**config.mk**
```make
export PLATFORM = sky130hd
export DESIGN_NAME = cla_adder_pipe
export DESIGN_NICKNAME = d
export VERILOG_FILES = /design/src/rtl/cla_pkg.sv /design/src/rtl/cla_group.sv /design/src/rtl/cla_adder_pipe.sv
export SDC_FILE = /design/constraint.sdc
export NUM_CORES = 1
export LEC_CHECK = 0
export CAP_MARGIN = 20
export CORE_MARGIN = 2
export CORE_UTILIZATION = 48
export CTS_CLUSTER_SIZE = 25
export DETAILED_ROUTE_END_ITERATION = 16
export DONT_BUFFER_PORTS = 1
export PLACE_DENSITY = 0.65
export SLEW_MARGIN = 25
export SYNTH_ARGS = -nofsm -noshare
export SYNTH_HDL_FRONTEND = slang
export SYNTH_SLANG_ARGS = --single-unit
export TNS_END_PERCENT = 10
```
**constraint.sdc**
```tcl
create_clock -name clk -period 2.4 [get_ports clk]
set_input_delay 0.72 -clock clk [delete_from_list [all_inputs] [get_ports clk]]
set_output_delay 0.72 -clock clk [all_outputs]
set_load 0.01 [all_outputs]
```
**src/rtl/cla_pkg.sv**
```systemverilog
// Shared types and sizing helpers for the pipelined carry-look-ahead adder.
package cla_pkg;

    typedef struct packed {
        logic g;
        logic p;
    } gp_t;

    function automatic int slice_width(input int width, input int stages);
        return width / stages;
    endfunction

    function automatic int group_count(input int width, input int stages, input int group);
        return (width / stages) / group;
    endfunction

endpackage

```
**src/rtl/cla_group.sv**
```systemverilog
// One GROUP-bit carry-look-ahead block: sum for a given carry-in plus the
// group generate/propagate pair consumed by the group-level look-ahead.
module cla_group #(
    parameter int GROUP = 4
) (
    input  logic [GROUP-1:0] a,
    input  logic [GROUP-1:0] b,
    input  logic             ci,
    output logic [GROUP-1:0] s,
    output logic             g,
    output logic             p
);

    logic [GROUP-1:0] gen;
    logic [GROUP-1:0] prop;
    logic [GROUP-1:0] carry;

    assign gen  = a & b;
    assign prop = a ^ b;

    // Every bit carry is a flat sum of products of the bits below it and ci.
    always_comb begin
        logic acc;
        logic pp;
        carry    = '0;
        g        = 1'b0;
        carry[0] = ci;
        for (int i = 0; i < GROUP; i++) begin
            acc = gen[i];
            pp  = prop[i];
            for (int j = i - 1; j >= 0; j--) begin
                acc = acc | (pp & gen[j]);
                pp  = pp & prop[j];
            end
            if (i < GROUP - 1) begin
                carry[i+1] = acc | (pp & ci);
            end else begin
                g = acc;
            end
        end
    end

    assign p = &prop;
    assign s = prop ^ carry;

endmodule

```
**src/rtl/cla_adder_pipe.sv**
```systemverilog
// Skewed-pipeline carry-look-ahead adder, one slice per stage, valid/ready on both sides.
// Optional saturation of the signed result is enabled with `define CLA_PIPE_SAT_EN.
module cla_adder_pipe
    import cla_pkg::*;
#(
    parameter int WIDTH  = 32,
    parameter int GROUP  = 4,
    parameter int STAGES = 2
) (
    input  logic             clk,
    input  logic             rst_n,
    input  logic             in_valid,
    output logic             in_ready,
    input  logic [WIDTH-1:0] a,
    input  logic [WIDTH-1:0] b,
    input  logic             cin,
`ifdef CLA_PIPE_SAT_EN
    input  logic             sat_en,
`endif
    output logic             out_valid,
    input  logic             out_ready,
    output logic [WIDTH-1:0] s,
    output logic             cout,
    output logic             ovf
);

    localparam int SW  = slice_width(WIDTH, STAGES);
    localparam int NG  = group_count(WIDTH, STAGES, GROUP);
    localparam int MSB = WIDTH - 1;

    logic             adv;
    logic             v_q   [STAGES];
    logic [WIDTH-1:0] a_q   [STAGES];
    logic [WIDTH-1:0] b_q   [STAGES];
    logic [WIDTH-1:0] s_q   [STAGES];
    logic             c_q   [STAGES];
    logic             ovf_q [STAGES];
`ifdef CLA_PIPE_SAT_EN
    logic             sat_q [STAGES];
`endif

    // Global stall: the whole pipe moves only when the output slot is free or being taken.
    assign adv       = !out_valid || out_ready;
    assign in_ready  = adv;
    assign out_valid = v_q[STAGES-1];
    assign s         = s_q[STAGES-1];
    assign cout      = c_q[STAGES-1];
    assign ovf       = ovf_q[STAGES-1];

    for (genvar k = 0; k < STAGES; k++) begin : g_stage
        logic [WIDTH-1:0] op_a;
        logic [WIDTH-1:0] op_b;
        logic [WIDTH-1:0] s_in;
        logic [WIDTH-1:0] s_nx;
        logic             c_in;
        logic             v_in;
        logic             c_out;
        logic             ovf_nx;
        logic [SW-1:0]    ssum;
        logic [NG-1:0]    gc;
        gp_t  [NG-1:0]    gpv;
`ifdef CLA_PIPE_SAT_EN
        logic             sat_in;
`endif

        if (k == 0) begin : g_first
            assign op_a = a;
            assign op_b = b;
            assign s_in = '0;
            assign c_in = cin;
            assign v_in = in_valid;
`ifdef CLA_PIPE_SAT_EN
            assign sat_in = sat_en;
`endif
        end else begin : g_next
            assign op_a = a_q[k-1];
            assign op_b = b_q[k-1];
            assign s_in = s_q[k-1];
            assign c_in = c_q[k-1];
            assign v_in = v_q[k-1];
`ifdef CLA_PIPE_SAT_EN
            assign sat_in = sat_q[k-1];
`endif
        end

        for (genvar j = 0; j < NG; j++) begin : g_grp
            logic gj;
            logic pj;
            cla_group #(.GROUP(GROUP)) u_grp (
                .a  (op_a[k*SW + j*GROUP +: GROUP]),
                .b  (op_b[k*SW + j*GROUP +: GROUP]),
                .ci (gc[j]),
                .s  (ssum[j*GROUP +: GROUP]),
                .g  (gj),
                .p  (pj)
            );
            assign gpv[j] = '{g: gj, p: pj};
        end

        // Group-level look-ahead: each group carry comes straight from the slice carry-in.
        always_comb begin
            logic acc;
            logic pp;
            gc    = '0;
            c_out = 1'b0;
            gc[0] = c_in;
            for (int j = 0; j < NG; j++) begin
                acc = gpv[j].g;
                pp  = gpv[j].p;
                for (int i = j - 1; i >= 0; i--) begin
                    acc = acc | (pp & gpv[i].g);
                    pp  = pp & gpv[i].p;
                end
                if (j < NG - 1) begin
                    gc[j+1] = acc | (pp & c_in);
                end else begin
                    c_out = acc | (pp & c_in);
                end
            end
        end

        // Only the last stage's overflow (and clamp) is meaningful; earlier ones are don't-care.
        always_comb begin
            s_nx              = s_in;
            s_nx[k*SW +: SW]  = ssum;
            ovf_nx            = (op_a[MSB] == op_b[MSB]) && (s_nx[MSB] != op_a[MSB]);
`ifdef CLA_PIPE_SAT_EN
            if ((k == STAGES - 1) && sat_in && ovf_nx) begin
                s_nx = op_a[MSB] ? {1'b1, {(WIDTH-1){1'b0}}} : {1'b0, {(WIDTH-1){1'b1}}};
            end
`endif
        end

        always_ff @(posedge clk or negedge rst_n) begin
            if (!rst_n) begin
                v_q[k]   <= 1'b0;
                a_q[k]   <= '0;
                b_q[k]   <= '0;
                s_q[k]   <= '0;
                c_q[k]   <= 1'b0;
                ovf_q[k] <= 1'b0;
`ifdef CLA_PIPE_SAT_EN
                sat_q[k] <= 1'b0;
`endif
            end else if (adv) begin
                v_q[k]   <= v_in;
                a_q[k]   <= op_a;
                b_q[k]   <= op_b;
                s_q[k]   <= s_nx;
                c_q[k]   <= c_out;
                ovf_q[k] <= ovf_nx;
`ifdef CLA_PIPE_SAT_EN
                sat_q[k] <= sat_in;
`endif
            end
        end
    end

endmodule
```
==> reports/results.tsv <==
stage	metric	value	unit
worst_setup_path	crit_slowest_cell	fa_2	
place	io_buffers	0	
worst_setup_path	r2r_start	g_stage[1].op_a[16]	
route	num_vias	3303	
timing	period_share	102	%
global_routing	grt_pass1_vias	3424	
layout	nFillCells	824	
floorplanning	die_h	101	um
layout	antenna_cells	0	
synth	synthArstFlopShare	100	%
place	pre_cts_slack	-400	ps
min_path	hold_class	primary input to asynchronous set/reset pin	
pwr	p_leak	2.56	nW
clock_network	clock_path_buffers	2	
timing	clock.fmax	408	MHz
synth	netlist_top_cells_area	dfrtp_1 48%, nand2_1 16%, ha_1 9.0%	
clock_network	cts_made_buffers	9	
global_routing	grt_pass1_wl	15600	um
worst_setup_path	cp_data_arrival_time	2750	ps
timing	fin_worst_skew	12.9	ps
worst_setup_path	path_delay_family	adder cells	
route	totalWireLength	9210	um
timing	min_period	2450	ps
synth	synth_edf_count	0	
clock_network	cts_root_buf	clkbuf_8	
job	drv_cap	0	
pwr	ir_worst_vdd	0.000359	V
timing	grt_setup_unrepaired	yes	
worst_setup_path	crit_top_cell	a21oi_2	
route	drt_first_iter_violations	75	
timing	slew_headroom	76.7	%
worst_setup_path	cp_max_fo	2	
synth	yosysMostFrequentCell	nand2_1	
place	dpl.hpwl	6720	um
place	gp_congestion	0.920	
run_status	violations	negative setup slack	
worst_setup_path	critPathKind	register to register	
clock_network	clk_latency	350	ps
layout	seq_area	0.00213	mm2
clock_network	path_clk_slew	90	ps
synth	synth_seq_cells	85	
timing	whs	56.3	ps
pwr	power.density	876	mW/mm2
synth	synth_nets	605	
global_routing	grt_max_degree	86	
floorplanning	row_count	35	
synth	postSynthCellCount	496	
synth	synth_commonest_cells	185 x nand2_1, 85 x dfrtp_1, 32 x ha_1	
layout	syn_to_final_growth	15.2	%
clock_network	cts-hold-fix-buffers	0	
synth	synth_flop_cell	dfrtp_1	
floorplanning	die-area	0.0101	mm2
clock_network	cts.sinks	85	
global_routing	antenna_found_initial	0	
floorplanning	core	0.00915	mm2
synth	synth.distinct_cells	44	
worst_setup_path	r2r_slack	-50	ps
synth	synth-seq-area-share	47.6	%
route	ant_nets	0	
synth	synth_top_area_cell	dfrtp_1	
route	firstDrtPassIters	4	
route	drc	0	
worst_setup_path	crit_chain	ha_1, a211o_1, a21oi_2, nand3b_1, a21oi_2, a311o_1, fa_2, nand2_2, nand2_1	
synth	synth_top_area_share	47.6	%
timing	worst_slew_pin_slew	349	ps
clock_network	cts_tree	built	
route	routed_via_density	5.19	
global_routing	grt_usage	19.5	%
worst_setup_path	start_kind	register	
layout	nets	630	
worst_setup_path	cp.required	2700	ps
run_status	run_status	complete, but fails checks	
floorplanning	die_w	101	um
timing	final.setup.worst_slack	-53.7	ps
worst_setup_path	cp_num_buf_inv	0	
clock_network	ctsHtreeMaxLevel	3	
layout	multiInputGateArea	0.00232	mm2
layout	drive_above_1_share	13.1	%
synth	yosys_warnings	0	
floorplanning	initial_utilization	48.9	%
synth	syn_area	0.00447	mm2
timing	setup_viol	2	
synth	syn_avg_cell_area	9.02	um2
worst_setup_path	end_kind	register	
worst_setup_path	max_stage_delay	540	ps
timing	slew_viol_final	0	
worst_setup_path	critPathLaunch	g_stage[1].op_a[16]	
route	routedWlPerCell	14.5	um
global_routing	grt_overflow	0	
floorplanning	io_pins	105	
timing	hold_violations	0	
[final timing paths]
| check | end | depth (start not counted) |
|---|---|---|
| max in group asynchronous | s[17] | 0 |
| setup reg to reg | s[28] | 9 |
| setup / recovery | s[28] | 9 |
| hold reg to reg | g_stage[1].s_in[4] | 2 |
| hold / removal | g_stage[1].op_a[28] | 0 |
| min in group clk | g_stage[1].s_in[4] | 2 |
[what timing repair did]
action / CTS / global route
pin swaps: 8 / 5
gates resized for setup: 5 / 4
cloned: 0 / 0
endpoints found under the setup margin: 3 / 9
buffers inserted: 1 / 0
[layer usage]
| metal | up-vias | track usage [%] | share of wire (%) |
|---|---|---|---|
| li1 | 1684 | - | - |
| met1 | 1512 | 24.9 | 45 |
| met2 | 92 | 32.1 | 47 |
| met3 | 15 | 5.06 | 6.0 |
| met4 | 0 | 7.17 | 1.7 |
| met5 | - | 0 | 0 |
[worst register-to-register path: stages, from the launching register on]
cell and delay, ps:
dfrtp_1 390, ha_1 310, a211o_1 270, a21oi_2 170, nand3b_1 220, a21oi_2 100, a311o_1 310, fa_2 540
nand2_2 40, nand2_1 60
[power by group]
part / leakage (nW) / internal, mW / total, mW / switching [mW]
sequential: 1.01 / 1.79 / 2.14 / 0.349
combinational: 1.42 / 0.545 / 1.14 / 0.598
clock: 0.124 / 0.724 / 1.23 / 0.508
[kinds of logic (layout without fill, tap and decap cells)]
group                      after synthesis  count (layout)  synth area share, %
xor gates and xnor gates                18              18                 3.52
and+or+nand+nor                        237             237                 21.3
AOI/OAI and AO/OA                       83              83                 12.3
buffers and inverters                   33              63                 2.77
DFF                                     85              85                 47.6
adders and majority gates               40              40                 12.5
[cell type report]
type | count | area share [%]
clock buffers | 11 | 2.74
clock inverters | 5 | 2.09
inverters | 15 | 1.09
multi-input cells | 378 | 44.9
flip-flops and latches | 85 | 41.3
well taps | 111 | 2.70
repair buffers | 32 | 5.15
[cell usage in the layout (no fill, tap or decap), types with 3 or more instances in the layout]
master / instances
nand3_1: 3
ha_4: 4
dfrtp_1: 85
a211oi_1: 3
a21oi_1: 27
fa_2: 3
fa_1: 5
nand2b_1: 3
nand2_1: 184
ha_1: 27
buf_4: 30
a21o_1: 6
a211o_1: 3
xor2_1: 8
inv_1: 13
nor3_1: 7
o21a_1: 6
o31ai_1: 3
clkbuf_8: 10
o21ai_0: 16
nor2_1: 25
xnor2_1: 9
bufinv_16: 3
[flip-flops by register name, summed over array words and instances, names as in the netlist]
signal / flops
g_stage.op_b: 16
ovf: 1
g_stage.v_in: 1
out_valid: 1
s: 32
g_stage.op_a: 16
g_stage.s_in: 16
g_stage.c_in: 1
cout: 1
[through the flow]
step / cells / total power [mW] / utilization (%) / TNS, ps / cell area [um2]
CTS: 637 / 4.57 / 56.2 / -31.4 / 5140
global route: 637 / 4.83 / 56.3 / -396 / 5150
global placement: 620 / 3.24 / 53.2 / -2260 / 4870
floorplan: 496 / 2.92 / - / -948 / 4530
finish: 637 / 4.51 / 56.3 / -102 / 5150
detailed placement: 620 / 3.30 / 53.2 / -2500 / 4870
(Power assumes the default switching activity.)
